$ cat src/rtl/op_fifo_arbiter_if.sv
// Handshake bundle between the per-switch operation FIFOs, the round-robin arbiter and op_sif.
// master: the arbiter side. slave: the FIFO/op_sif environment side.
interface op_fifo_arbiter_if #(
  parameter int NUM_SW_INST = 5,
  parameter int OP_WIDTH    = 32,
  parameter int IDX_W       = 3,
  parameter int CNT_W       = 16
);
  logic                            enable;
  logic [NUM_SW_INST-1:0]          fifo_empty;
  logic [NUM_SW_INST*OP_WIDTH-1:0] fifo_data;
  logic [NUM_SW_INST-1:0]          fifo_rd_en;
  logic [OP_WIDTH-1:0]             op_out;
  logic [IDX_W-1:0]                fifo_idx;
  logic                            valid_out;
  logic                            busy;
  logic [CNT_W-1:0]                issued_cnt;

  modport master (
    input  enable, fifo_empty, fifo_data,
    output fifo_rd_en, op_out, fifo_idx, valid_out, busy, issued_cnt
  );

  modport slave (
    output enable, fifo_empty, fifo_data,
    input  fifo_rd_en, op_out, fifo_idx, valid_out, busy, issued_cnt
  );
endinterface

$ cat src/rtl/op_fifo_arbiter.sv
// Round-robin scheduler popping one op per round from the per-switch FIFOs into op_sif.
// Optional issued-op counter enabled by defining OP_ARB_STATS_EN.
module op_fifo_arbiter #(
  parameter int NUM_SW_INST = 5,
  parameter int OP_WIDTH    = 32,
  parameter int IDX_W       = 3,
  parameter int CNT_W       = 16
) (
  input  logic                  clk,
  input  logic                  rst,
  op_fifo_arbiter_if.master     bus
);
  localparam int unsigned N  = NUM_SW_INST;
  localparam int          GW = (NUM_SW_INST > 2) ? $clog2(NUM_SW_INST) : 1;

  typedef enum logic [1:0] {ARB, RD, OUT, HOLD} state_t;

  state_t        state;
  logic [GW-1:0] last_grant;
  logic [GW-1:0] grant;
  logic          grant_valid;

  // Search starts just past the previous winner, so every requester is served in turn.
  always_comb begin
    int unsigned idx;
    grant       = '0;
    grant_valid = 1'b0;
    idx         = 0;
    for (int unsigned k = 1; k <= N; k++) begin
      idx = 32'(last_grant) + k;
      if (idx >= N) idx = idx - N;
      if (!grant_valid && !bus.fifo_empty[idx]) begin
        grant       = GW'(idx);
        grant_valid = 1'b1;
      end
    end
  end

  // Pop strobe is combinational so the FIFO data is ready in the following RD cycle.
  always_comb begin
    bus.fifo_rd_en = '0;
    if (!rst && state == ARB && bus.enable && grant_valid)
      bus.fifo_rd_en[grant] = 1'b1;
  end

  assign bus.busy = (state != ARB);

  always_ff @(posedge clk) begin
    if (rst) begin
      state         <= ARB;
      last_grant    <= GW'(N - 1);
      bus.op_out    <= '0;
      bus.fifo_idx  <= '0;
      bus.valid_out <= 1'b0;
    end else begin
      case (state)
        ARB: begin
          bus.valid_out <= 1'b0;
          if (bus.enable && grant_valid) begin
            last_grant <= grant;
            state      <= RD;
          end
        end
        RD: begin
          bus.op_out    <= bus.fifo_data[32'(last_grant)*OP_WIDTH +: OP_WIDTH];
          bus.fifo_idx  <= IDX_W'(last_grant);
          bus.valid_out <= 1'b1;
          state         <= OUT;
        end
        OUT: begin
          bus.valid_out <= 1'b0;
          state         <= HOLD;
        end
        HOLD: begin
          bus.valid_out <= 1'b0;
          state         <= ARB;
        end
        default: begin
          bus.valid_out <= 1'b0;
          state         <= ARB;
        end
      endcase
    end
  end

`ifdef OP_ARB_STATS_EN
  logic [CNT_W-1:0] cnt;

  always_ff @(posedge clk) begin
    if (rst)              cnt <= '0;
    else if (state == RD) cnt <= cnt + 1'b1;
  end

  assign bus.issued_cnt = cnt;
`else
  assign bus.issued_cnt = '0;
`endif

endmodule

$ cat src/flat_wrapper.sv
// flat-port wrapper written by rule: the top's interface ports become plain ports
module op_fifo_arbiter_flat 
#(
  parameter int NUM_SW_INST = 5,
  parameter int OP_WIDTH    = 32,
  parameter int IDX_W       = 3,
  parameter int CNT_W       = 16
)
  (clk, rst, bus_enable, bus_fifo_empty, bus_fifo_data, bus_fifo_rd_en, bus_op_out, bus_fifo_idx, bus_valid_out, bus_busy, bus_issued_cnt);
  op_fifo_arbiter_if #(.NUM_SW_INST(NUM_SW_INST), .OP_WIDTH(OP_WIDTH), .IDX_W(IDX_W), .CNT_W(CNT_W)) bus_i ();
  input  logic clk;
  input  logic rst;
  input wire logic [$bits(bus_i.enable)-1:0] bus_enable;
  input wire logic [$bits(bus_i.fifo_empty)-1:0] bus_fifo_empty;
  input wire logic [$bits(bus_i.fifo_data)-1:0] bus_fifo_data;
  output wire logic [$bits(bus_i.fifo_rd_en)-1:0] bus_fifo_rd_en;
  output wire logic [$bits(bus_i.op_out)-1:0] bus_op_out;
  output wire logic [$bits(bus_i.fifo_idx)-1:0] bus_fifo_idx;
  output wire logic [$bits(bus_i.valid_out)-1:0] bus_valid_out;
  output wire logic [$bits(bus_i.busy)-1:0] bus_busy;
  output wire logic [$bits(bus_i.issued_cnt)-1:0] bus_issued_cnt;
  assign bus_i.enable = bus_enable;
  assign bus_i.fifo_empty = bus_fifo_empty;
  assign bus_i.fifo_data = bus_fifo_data;
  assign bus_fifo_rd_en = bus_i.fifo_rd_en;
  assign bus_op_out = bus_i.op_out;
  assign bus_fifo_idx = bus_i.fifo_idx;
  assign bus_valid_out = bus_i.valid_out;
  assign bus_busy = bus_i.busy;
  assign bus_issued_cnt = bus_i.issued_cnt;
  op_fifo_arbiter #(.NUM_SW_INST(NUM_SW_INST), .OP_WIDTH(OP_WIDTH), .IDX_W(IDX_W), .CNT_W(CNT_W)) u_core (.clk(clk), .rst(rst), .bus(bus_i));
endmodule
$ cat config.mk
export PLATFORM = sky130hd
export DESIGN_NAME = op_fifo_arbiter_flat
export DESIGN_NICKNAME = d
export VERILOG_FILES = /design/src/rtl/op_fifo_arbiter_if.sv /design/src/rtl/op_fifo_arbiter.sv /design/src/flat_wrapper.sv
export SDC_FILE = /design/constraint.sdc
export NUM_CORES = 1
export LEC_CHECK = 0
export BUFFER_PORTS_ARGS = -buffer_cell sky130_fd_sc_hd__clkbuf_2
export CORE_UTILIZATION = 46
export DETAILED_ROUTE_END_ITERATION = 6
export GPL_ROUTABILITY_DRIVEN = 0
export HOLD_SLACK_MARGIN = 0.03
export PLACE_DENSITY = 0.82
export SLEW_MARGIN = 10
export SYNTH_ARGS = -nofsm -noshare
export SYNTH_HDL_FRONTEND = slang
export SYNTH_SLANG_ARGS = --single-unit
$ cat constraint.sdc
create_clock -name clk -period 5.9 [get_ports clk]
set_clock_uncertainty 0.2 [all_clocks]
set_input_delay 1.18 -clock clk [delete_from_list [all_inputs] [get_ports clk]]
set_output_delay 1.18 -clock clk [all_outputs]
set_load 0.05 [all_outputs]
==> impl_metrics.ini <==
[die]
die_h_um = 95.5
placementRows = 33
die_x_um = 95.5
core-area_um2 = 8340
start_util_pct = 48.2
die-area_um2 = 9120
io-pin-count = 226

[yosys]
synth-xor-area-share_pct = 1.31
syn_area_um2 = 4020
postSynthAreaPerCell_um2 = 8.84
synthAdderAreaFrac_pct = 5.17
ys_ff_latch = 41
synthCells = 455
synth_top_family_by_area = compound AO/OA/AOI/OAI gates
synth_compound_area_share_pct = 22.4
ys_seq_area_share_pct = 20.4
ys_types = 71
synth-edff-count = 0
ys_warn_count = 0
yosys.area_share.simple_pct = 21.8
synth.area.mux_share_pct = 21.3
async_flop_share_pct = 0
synthFlopType = dfxtp_1

[global_routing]
grtUsageTotal_pct = 29.5
antenna_found_initial = 0
grt_pass1_vias = 4011
grt_first_pass_wirelength_um = 20300
grt_max_degree = 41
grt-ovfl-total = 0

[routing]
wl_um = 14100
drtPass1Iterations = 5
num_vias = 4366
wl_per_cell_um = 18.9
viasPerCell = 5.84
dr.first_iter.drc_count = 299
drc = 0
drt.antenna.violating_nets = 0

[cts]
cts_made_buffers = 5
hold_buffers = 0
cts_setup_buffers = 0
root_buffer = clkbuf_8
cts_tree = yes
clk_pin_slew_worst_paths_ns = 0.09
cts.sinks = 41
htree_levels = 2
clockBufferDepth = 2
clkLatencyLatePin_ns = 0.30
post_cts_resized = 0

[setup_path]
criticalPathCategory = register to output pin
max_stage_delay_ns = 0.59
crit_buf_inv = 2
crit_family = compound AO/OA/AOI/OAI gates
cp-start-kind = register
crit_chain = buf_4 > ha_1 > o21bai_1 > and2_1 > a2111o_1 > and4_1 > nor2b_1 > o311ai_1 > o211ai_2 > nor4b_2 > clkbuf_2
required_ns = 4.52
arrival_ns = 4.27
slowest_stage = dfxtp_2
cp-end-kind = output pin
cp_max_fo = 33

[power_and_ir_drop]
ir_drop_v = 0.000510
power_density_nw_per_um2 = 573
switching_power_w = 0.00163
switching_share_pct = 55.3
internal_power_w = 0.00132
p_comb_share_pct = 77.5
seq_power_share_pct = 15.4
leakage_nw = 2.34
clkPwrFrac_pct = 7.1

[placement]
dp_hpwl_um = 11000
place_ws_ns = 0.649
io_buffers = 209

[worst_hold_path]
hold_path.class = register to register

[finish]
finish.net_count = 826
final_cell_mix = clkbuf_2 (209), a21oi_1 (76), nand2_1 (51)
fillers = 755
drive_gt1_share_pct = 43.6
layout_commonest_cell = clkbuf_2
antenna_cells = 0
syn2layout_area_growth_pct = 28.1

[timing]
setup_tns_ns = 0
relSlewSlack_pct = 21.2
slew_viol_final = 0
hold_viol = 0
finalCritPeriodShare_pct = 95.7
worst_slew_pin_slew_ns = 1.18
fmax_ghz = 0.177
setup_viol = 0
period_needed_ns = 5.65
rsz0062_at_grt = no
finalWorstSetupSlack_ns = 0.254

[job]
drv_cap = 0

[status]
outcome = finished clean
==> worst paths after layout <==
path / start / endpoint / slack (ns) / depth (start not counted)
max reg2reg: u_core.last_grant[1]$_SDFFE_PP0P_ / u_core.last_grant[1]$_SDFFE_PP0P_ / 1.94 / 10
max: u_core.last_grant[1]$_SDFFE_PP0P_ / bus_fifo_rd_en[2] / 0.25 / 11
min: u_core.state[1]$_SDFFE_PP0P_ / u_core.state[1]$_SDFFE_PP0P_ / 0.31 / 2
min reg2reg: u_core.state[1]$_SDFFE_PP0P_ / u_core.state[1]$_SDFFE_PP0P_ / 0.31 / 2
==> synthesized netlist by cell type (3+ instances only) <==
library cell | number | area [um^2]
ha_1 | 15 | 188
nor3b_1 | 3 | 22.5
buf_1 | 3 | 11.3
and4_1 | 4 | 35.0
o21ai_0 | 8 | 40.0
nand2b_1 | 7 | 43.8
clkbuf_1 | 19 | 71.3
nor2_1 | 13 | 48.8
mux2i_1 | 10 | 100
inv_1 | 10 | 37.5
a211o_1 | 5 | 43.8
a21oi_1 | 76 | 380
nand2_1 | 51 | 191
nand3_1 | 7 | 35.0
buf_2 | 13 | 65.1
buf_4 | 16 | 120
dfxtp_1 | 41 | 821
nor2b_1 | 37 | 231
mux4_2 | 33 | 743
a211oi_1 | 7 | 52.6
and2_1 | 6 | 37.5
xnor2_1 | 3 | 26.3
nand4_1 | 7 | 43.8
xor2_1 | 3 | 26.3
a31oi_4 | 3 | 63.8
==> cell type report <==
| type | count | area [um^2] | share of cell area [%] |
|---|---|---|---|
| Multi-Input combinational cell | 368 | 2960 | 57.4 |
| Timing Repair Buffer | 216 | 1100 | 21.3 |
| Sequential cell | 41 | 826 | 16.0 |
| Tap cell | 105 | 131 | 2.55 |
| Clock buffer | 6 | 93.8 | 1.82 |
| Inverter | 10 | 37.5 | 0.729 |
| Clock inverter | 1 | 5.00 | 0.0972 |
==> metal layers <==
layer	wire, um	track usage (%)
met5	0	0
met3	1690	11.6
met1	5450	36.0
met4	223	9.20
met2	6780	47.6
==> kinds of logic (layout without fill, tap and decap cells) <==
| logic type | after synthesis | count (layout) |
|---|---|---|
| AND/OR/NAND/NOR | 152 | 152 |
| AO/OA/AOI/OAI | 134 | 134 |
| buffers and inverters | 61 | 233 |
| multiplexers | 44 | 44 |
| flip-flops | 41 | 41 |
| adder cells (fa/ha/maj) | 16 | 16 |
| XOR/XNOR | 6 | 6 |
| other | 1 | 16 |
==> through the flow <==
| step | instances | hold WS [ns] | total power (W) | area (um^2) | util (%) |
|---|---|---|---|---|---|
| 4_1_cts | 747 | 0.309 | 0.00292 | 5150 | 61.8 |
| 3_5_place_dp | 740 | 0.298 | 0.00270 | 5050 | 60.6 |
| 3_3_place_gp | 740 | 0.265 | 0.00264 | 5050 | 60.6 |
| 2_1_floorplan | 470 | 0.255 | 0.00223 | 4080 | - |
| 5_1_grt | 747 | 0.342 | 0.00314 | 5150 | 61.8 |
| 6_report | 747 | 0.307 | 0.00295 | 5150 | 61.8 |
==> worst min-delay path, cell delays in order (launching register included) <==
cell and delay [ns]:
dfxtp_1 0.34, nand2_1 0.07, mux2i_1 0.06
==> sequential cells by signal (all words and copies together) (netlist names) <==
register,flops
u_core.bus.op_out,32
u_core.last_grant,3
u_core.bus.fifo_idx,3
u_core.state,2
u_core.bus.valid_out,1
==> power groups by stage <==
stage	Clock [W]	Sequential (W)	Combinational [W]
finish	0.000210	0.000455	0.00229
global route	0.000224	0.000465	0.00245
CTS	0.000211	0.000452	0.00226
detailed placement	0	0.000458	0.00225
global placement	0	0.000448	0.00220
floorplan	0	0.000715	0.00151
No activity file was read; power rests on OpenSTA's default activity.
